--- src/rtl/vic_ack_ctrl_if.sv ---
// Bus bundle for the interrupt acknowledge controller. It carries the
// peripheral sources, the arbiter loop and the CPU handshake.
// The slave modport is the controller; master is the surrounding system.
interface vic_ack_ctrl_if;
  logic [15:0] irq_src;
  logic [15:0] irq_edge;
  logic [15:0] irq_enable;
  logic        nv_irq_src;
  logic [15:0] v_pending;
  logic        nv_pending;
  logic        arb_request;
  logic        arb_is_nv;
  logic [3:0]  arb_handler_num;
  logic        cpu_irq;
  logic        cpu_ack;
  logic [3:0]  cpu_vector;
  logic        cpu_vector_nv;
  logic        cpu_vector_valid;
  logic        cpu_eoi;
  logic [15:0] in_service;
  logic        busy;

  modport slave (
    input  irq_src, irq_edge, irq_enable, nv_irq_src,
    input  arb_request, arb_is_nv, arb_handler_num,
    input  cpu_ack, cpu_eoi,
    output v_pending, nv_pending, cpu_irq, cpu_vector, cpu_vector_nv,
    output cpu_vector_valid, in_service, busy
  );

  modport master (
    output irq_src, irq_edge, irq_enable, nv_irq_src,
    output arb_request, arb_is_nv, arb_handler_num,
    output cpu_ack, cpu_eoi,
    input  v_pending, nv_pending, cpu_irq, cpu_vector, cpu_vector_nv,
    input  cpu_vector_valid, in_service, busy
  );
endinterface

--- src/rtl/vic_ack_ctrl.sv ---
// Vectored interrupt acknowledge controller: collects edge/level pending
// state for 16 vectored sources plus one non-vectored source, presents it
// to an external arbiter, and runs the CPU irq/ack/vector/eoi handshake.
// A single interrupt is serviced at a time (no nesting).
module vic_ack_ctrl #(
  parameter int unsigned ACK_TIMEOUT = 255
) (
  input logic          clk,
  input logic          rst,
  vic_ack_ctrl_if.slave bus
);
  typedef enum logic [1:0] {IDLE, REQ, VEC, SERVICE} state_e;

  // Counter value seen on the last REQ cycle before giving up.
  localparam logic [7:0] TO_LAST = 8'(ACK_TIMEOUT - 1);

  state_e      state_q, state_d;
  logic [15:0] src_q;
  logic [15:0] epend_q, epend_d;
  logic [15:0] pending;
  logic [15:0] ack_clr;
  logic        nv_q;
  logic [7:0]  cnt_q, cnt_d;
  logic [3:0]  vec_q, vec_d;
  logic        vec_nv_q, vec_nv_d;
  logic [15:0] insvc_q, insvc_d;

  // Level sources follow the sampled input; edge sources use the sticky bit.
  assign pending        = (bus.irq_edge & epend_q) | (~bus.irq_edge & src_q);
  assign bus.v_pending  = pending & bus.irq_enable;
  assign bus.nv_pending = nv_q;

  assign bus.cpu_irq          = (state_q == REQ);
  assign bus.cpu_vector_valid = (state_q == VEC);
  assign bus.busy             = (state_q == VEC) || (state_q == SERVICE);
  assign bus.cpu_vector       = vec_q;
  assign bus.cpu_vector_nv    = vec_nv_q;
  assign bus.in_service       = insvc_q;

  // Edge pending: a new edge sets, an ack of that source clears; the set
  // wins so an edge landing in the ack cycle is never lost.
  always_comb begin
    epend_d = (epend_q & ~ack_clr) | (bus.irq_src & ~src_q & bus.irq_edge);
  end

  // Handshake sequencing: request, capture vector on ack, service until eoi.
  always_comb begin
    state_d  = state_q;
    cnt_d    = cnt_q;
    vec_d    = vec_q;
    vec_nv_d = vec_nv_q;
    insvc_d  = insvc_q;
    ack_clr  = '0;
    unique case (state_q)
      IDLE: begin
        if (bus.arb_request) begin
          state_d = REQ;
          cnt_d   = '0;
        end
      end
      REQ: begin
        // Ack beats both request withdrawal and timeout.
        if (bus.cpu_ack) begin
          vec_d    = bus.arb_handler_num;
          vec_nv_d = bus.arb_is_nv;
          if (bus.arb_is_nv) begin
            insvc_d = '0;
          end else begin
            ack_clr = 16'(1) << bus.arb_handler_num;
            insvc_d = 16'(1) << bus.arb_handler_num;
          end
          state_d = VEC;
        end else if (!bus.arb_request || cnt_q == TO_LAST) begin
          state_d = IDLE;
        end else begin
          cnt_d = cnt_q + 8'd1;
        end
      end
      VEC: state_d = SERVICE;
      SERVICE: begin
        if (bus.cpu_eoi) begin
          insvc_d = '0;
          state_d = IDLE;
        end
      end
      default: state_d = IDLE;
    endcase
  end

  // State and datapath registers; reset abandons any in-flight interrupt.
  always_ff @(posedge clk or posedge rst) begin
    if (rst) begin
      state_q  <= IDLE;
      src_q    <= '0;
      epend_q  <= '0;
      nv_q     <= 1'b0;
      cnt_q    <= '0;
      vec_q    <= '0;
      vec_nv_q <= 1'b0;
      insvc_q  <= '0;
    end else begin
      state_q  <= state_d;
      src_q    <= bus.irq_src;
      epend_q  <= epend_d;
      nv_q     <= bus.nv_irq_src;
      cnt_q    <= cnt_d;
      vec_q    <= vec_d;
      vec_nv_q <= vec_nv_d;
      insvc_q  <= insvc_d;
    end
  end
endmodule

--- src/flat_wrapper.sv ---
// flat-port wrapper written by rule: the top's interface ports become plain ports
module vic_ack_ctrl_flat 
#(
  parameter int unsigned ACK_TIMEOUT = 255
)
  (clk, rst, bus_irq_src, bus_irq_edge, bus_irq_enable, bus_nv_irq_src, bus_arb_request, bus_arb_is_nv, bus_arb_handler_num, bus_cpu_ack, bus_cpu_eoi, bus_v_pending, bus_nv_pending, bus_cpu_irq, bus_cpu_vector, bus_cpu_vector_nv, bus_cpu_vector_valid, bus_in_service, bus_busy);
  vic_ack_ctrl_if bus_i ();
  input logic clk;
  input logic rst;
  input wire logic [$bits(bus_i.irq_src)-1:0] bus_irq_src;
  input wire logic [$bits(bus_i.irq_edge)-1:0] bus_irq_edge;
  input wire logic [$bits(bus_i.irq_enable)-1:0] bus_irq_enable;
  input wire logic [$bits(bus_i.nv_irq_src)-1:0] bus_nv_irq_src;
  input wire logic [$bits(bus_i.arb_request)-1:0] bus_arb_request;
  input wire logic [$bits(bus_i.arb_is_nv)-1:0] bus_arb_is_nv;
  input wire logic [$bits(bus_i.arb_handler_num)-1:0] bus_arb_handler_num;
  input wire logic [$bits(bus_i.cpu_ack)-1:0] bus_cpu_ack;
  input wire logic [$bits(bus_i.cpu_eoi)-1:0] bus_cpu_eoi;
  output wire logic [$bits(bus_i.v_pending)-1:0] bus_v_pending;
  output wire logic [$bits(bus_i.nv_pending)-1:0] bus_nv_pending;
  output wire logic [$bits(bus_i.cpu_irq)-1:0] bus_cpu_irq;
  output wire logic [$bits(bus_i.cpu_vector)-1:0] bus_cpu_vector;
  output wire logic [$bits(bus_i.cpu_vector_nv)-1:0] bus_cpu_vector_nv;
  output wire logic [$bits(bus_i.cpu_vector_valid)-1:0] bus_cpu_vector_valid;
  output wire logic [$bits(bus_i.in_service)-1:0] bus_in_service;
  output wire logic [$bits(bus_i.busy)-1:0] bus_busy;
  assign bus_i.irq_src = bus_irq_src;
  assign bus_i.irq_edge = bus_irq_edge;
  assign bus_i.irq_enable = bus_irq_enable;
  assign bus_i.nv_irq_src = bus_nv_irq_src;
  assign bus_i.arb_request = bus_arb_request;
  assign bus_i.arb_is_nv = bus_arb_is_nv;
  assign bus_i.arb_handler_num = bus_arb_handler_num;
  assign bus_i.cpu_ack = bus_cpu_ack;
  assign bus_i.cpu_eoi = bus_cpu_eoi;
  assign bus_v_pending = bus_i.v_pending;
  assign bus_nv_pending = bus_i.nv_pending;
  assign bus_cpu_irq = bus_i.cpu_irq;
  assign bus_cpu_vector = bus_i.cpu_vector;
  assign bus_cpu_vector_nv = bus_i.cpu_vector_nv;
  assign bus_cpu_vector_valid = bus_i.cpu_vector_valid;
  assign bus_in_service = bus_i.in_service;
  assign bus_busy = bus_i.busy;
  vic_ack_ctrl #(.ACK_TIMEOUT(ACK_TIMEOUT)) u_core (.clk(clk), .rst(rst), .bus(bus_i));
endmodule
--- config.mk ---
export PLATFORM = sky130hd
export DESIGN_NAME = vic_ack_ctrl_flat
export DESIGN_NICKNAME = d
export VERILOG_FILES = /design/src/rtl/vic_ack_ctrl_if.sv /design/src/rtl/vic_ack_ctrl.sv /design/src/flat_wrapper.sv
export SDC_FILE = /design/constraint.sdc
export NUM_CORES = 1
export LEC_CHECK = 0
export CORE_ASPECT_RATIO = 0.6
export CORE_MARGIN = 2
export CORE_UTILIZATION = 40
export DETAILED_ROUTE_END_ITERATION = 10
export PLACE_DENSITY = 0.73
export SLEW_MARGIN = 20
export SYNTH_ARGS = -nofsm -noshare
export SYNTH_HDL_FRONTEND = slang
export SYNTH_SLANG_ARGS = --single-unit
--- constraint.sdc ---
create_clock -name clk -period 3.25 [get_ports clk]
set_clock_uncertainty 0.2 [all_clocks]
set_input_delay 0.975 -clock clk [delete_from_list [all_inputs] [get_ports clk]]
set_output_delay 0.975 -clock clk [all_outputs]
set_load 0.05 [all_outputs]
==> results of run 1 <==
where the power goes:
group / internal, mW / leakage [nW] / total (mW) / switching (mW)
logic: 0.368 / 0.985 / 0.906 / 0.538
clock network: 0.586 / 0.145 / 0.920 / 0.335
registers: 0.902 / 0.754 / 0.999 / 0.0969
total: 1.86 / 1.88 / 2.83 / 0.970
layout make-up:
| class | count | area [um^2] |
|---|---|---|
| tap | 87 | 109 |
| fill | 541 | 2340 |
| clock inverter | 7 | 62.6 |
| inverter | 6 | 22.5 |
| clock buffer | 9 | 225 |
| multi-input combinational | 176 | 1070 |
| timing repair buffer | 106 | 1210 |
| sequential | 64 | 1600 |
state kept, by name, indices dropped and copies added, names as in the netlist, named ones only:
signal,cells
u_core.bus.cpu_vector,4
u_core.bus.cpu_vector_nv,1
u_core.bus.in_service,16
u_core.bus.nv_pending,1
u_core.cnt_q,8
u_core.epend_q,16
u_core.src_q,16
u_core.state_q,1
per-layer routing:
layer / routed length, um / vias to the layer above / global-route usage [%]
li1: - / 1118 / -
met1: 3240 / 1056 / 27.5
met2: 2980 / 90 / 29.0
met3: 517 / 4 / 6.47
met4: 52 / 0 / 6.88
met5: 0 / - / 0
cell usage in the layout (no fill, tap or decap), drive strengths merged, types with 3 or more instances in the layout:
cell type | synthesis | routed
a21oi | 4 | 4
dfrtp | 64 | 64
nor2b | 19 | 19
buf | 3 | 23
o21ai | 17 | 17
inv | 6 | 6
clkinv | 0 | 5
nand3 | 5 | 5
clkdlybuf4s50 | 0 | 82
nand2b | 4 | 4
nor2 | 4 | 4
nor3 | 3 | 3
mux2 | 5 | 5
mux2i | 16 | 16
clkbuf | 5 | 9
nand2 | 62 | 62
o2bb2ai | 11 | 11
o31ai | 6 | 6
critical path, cell delays in order:
cell             delay, ns
clkdlybuf4s50_1       0.51
mux2i_1               0.22
nor2b_1               0.10
buf_12                0.15
stage by stage:
stage | instance area (um^2) | hold WS, ns | std cells
3_3_place_gp | 4020 | 0.224 | 439
3_5_place_dp | 4020 | 0.231 | 439
6_report | 4310 | 0.237 | 455
2_1_floorplan | 2730 | 0.215 | 254
5_1_grt | 4310 | 0.236 | 455
4_1_cts | 4310 | 0.236 | 455
synthesized netlist by cell type:
master / instances
dfrtp_1: 64
nand2_1: 62
a32oi_1: 1
nor2b_1: 19
clkbuf_1: 5
nor4_1: 1
nor2_1: 4
inv_1: 6
o31ai_1: 6
a21oi_1: 4
or3_1: 1
nor3_1: 3
nand2b_1: 4
mux2_2: 5
a22o_1: 1
a31oi_1: 2
or4_1: 2
nand3_1: 5
a32o_1: 1
and4_1: 2
o21ai_0: 17
a221o_1: 1
ha_1: 2
o2bb2ai_1: 11
o41ai_1: 2
nand4bb_1: 1
a41oi_1: 1
buf_2: 2
o221a_2: 1
buf_4: 1
nand4_1: 1
mux2i_1: 16
path summary, 6_finish.rpt:
kind                                  from                end
max in group asynchronous              rst    u_core.cnt_q[3]
max reg2reg                u_core.cnt_q[0]    u_core.cnt_q[7]
max                        bus_irq_edge[2]   bus_v_pending[2]
min in group asynchronous              rst   u_core.src_q[12]
min reg2reg                u_core.src_q[6]  u_core.epend_q[6]
min                        u_core.src_q[6]  u_core.epend_q[6]
cell families after synthesis:
family / share of synthesized area, %
simple gates: 18.1
flops: 58.7
compound gates: 12.2
mux: 7.93
buf+inv: 2.15
fa+ha+maj: 0.916
==> results.sh, run 1 <==
export IMPL_status="finished, final reports clean"
export IMPL_die_x_um=111
export IMPL_synth_seq_area_share_pct=58.7
export IMPL_core_mm2=0.00665
export IMPL_antenna_found_initial=0
export IMPL_cts_resized=1
export IMPL_clk_pin_slew_ns=0.06
export IMPL_slew_limit_headroom_pct=63.8
export IMPL_area_growth_pct=57.7
export IMPL_holdCritPathClass="reg -> reg"
export IMPL_start_kind="primary input"
export IMPL_cts_sinks=64
export IMPL_dp_hpwl_mm=5.09
export IMPL_p_per_area_mw_per_mm2=656
export IMPL_setup_tns_ns=0
export IMPL_drc=0
export IMPL_required_ns=2.07
export IMPL_worstPathMaxFanout=2
export IMPL_ir_drop_mv=0.318
export IMPL_finalWirelength_mm=6.80
export IMPL_pin_count=100
export IMPL_grt_overflow=0
export IMPL_cap_viol_max_count=0
export IMPL_grtUsageTotal_pct=19.6
export IMPL_tightestPinTransition_ns=0.541
export IMPL_synthCells=254
export IMPL_slew_viol_final=0
export IMPL_syn_area_mm2=0.00273
export IMPL_max_freq_mhz=320
export IMPL_drt_iter0_drc=135
export IMPL_syn_area_per_cell_um2=10.7
export IMPL_cts_tree="built"
export IMPL_drt_vias_per_instance=4.98
export IMPL_yosysUniqueCellTypes=32
export IMPL_worst_setup_path_end_kind="primary output"
export IMPL_rsz0062_at_grt="no"
export IMPL_syn_num_nets=315
export IMPL_reg2reg_depth=6
export IMPL_dpl_worst_slack_ns=0.116
export IMPL_post_cts_buffers=0
export IMPL_fp_row_count=23
export IMPL_nNetsFinal=424
export IMPL_antenna_diode_count=0
export IMPL_io_buffers=99
export IMPL_dr_pass1_iters=4
export IMPL_period_share_pct=96.2
export IMPL_ctsHoldBuffers=0
export IMPL_fp_dieH_um=68.0
export IMPL_first_global_vias=2244
export IMPL_synth_top_area_share_pct=58.7
export IMPL_worst_slack_ns=0.123
export IMPL_final_core_util_pct=64.8
export IMPL_clockBufferDepth=2
export IMPL_hold_viol=0
export IMPL_routedWlPerCell_um=14.9
export IMPL_reg2reg_slack_ns=0.91
export IMPL_setup_viol=0
export IMPL_synth_area_leaders="dfrtp_1 59%, nand2_1 8.5%, mux2i_1 5.9%, nor2b_1 4.4%, o2bb2ai_1 3.5%"
export IMPL_htree_levels=3
export IMPL_drive_gt1_share_pct=12.5
export IMPL_critPathKind="in -> out"
export IMPL_synth_seq_cells=64
export IMPL_grt_max_degree=46
export IMPL_cts_root_buf="clkbuf_16"
export IMPL_ys_warn_count=0
export IMPL_routed_via_count=2268
export IMPL_p_total_mw=2.83
export IMPL_p_leak_nw=1.88
export IMPL_design_die_area_mm2=0.00752
export IMPL_start_util_pct=41.1
export IMPL_numCtsBuffers=9
export IMPL_period_needed_ns=3.13
export IMPL_place_gp_congestion=0.806
export IMPL_clock_latency_ns=0.32
export IMPL_grt_pass1_wl_mm=11.5
export IMPL_whs_path_depth=1
export IMPL_critPathArrivalTime_ns=1.95
export IMPL_synth_area_leader_cell="dfrtp_1"
export IMPL_ant_nets=0
Power figures use the tool's default switching activity.
==> run 2: changes to the inputs <==
--- a/config.mk
+++ b/config.mk
@@ -5,12 +5,12 @@
 export SDC_FILE = /design/constraint.sdc
 export NUM_CORES = 1
 export LEC_CHECK = 0
+export ABC_CLOCK_PERIOD_IN_PS = 3250
 export CORE_ASPECT_RATIO = 0.6
 export CORE_MARGIN = 2
 export CORE_UTILIZATION = 40
 export DETAILED_ROUTE_END_ITERATION = 10
 export PLACE_DENSITY = 0.73
-export SLEW_MARGIN = 20
 export SYNTH_ARGS = -nofsm -noshare
 export SYNTH_HDL_FRONTEND = slang
 export SYNTH_SLANG_ARGS = --single-unit
==> results of run 2 <==
Final layout, timing and power as in run 1 (identical DEF).
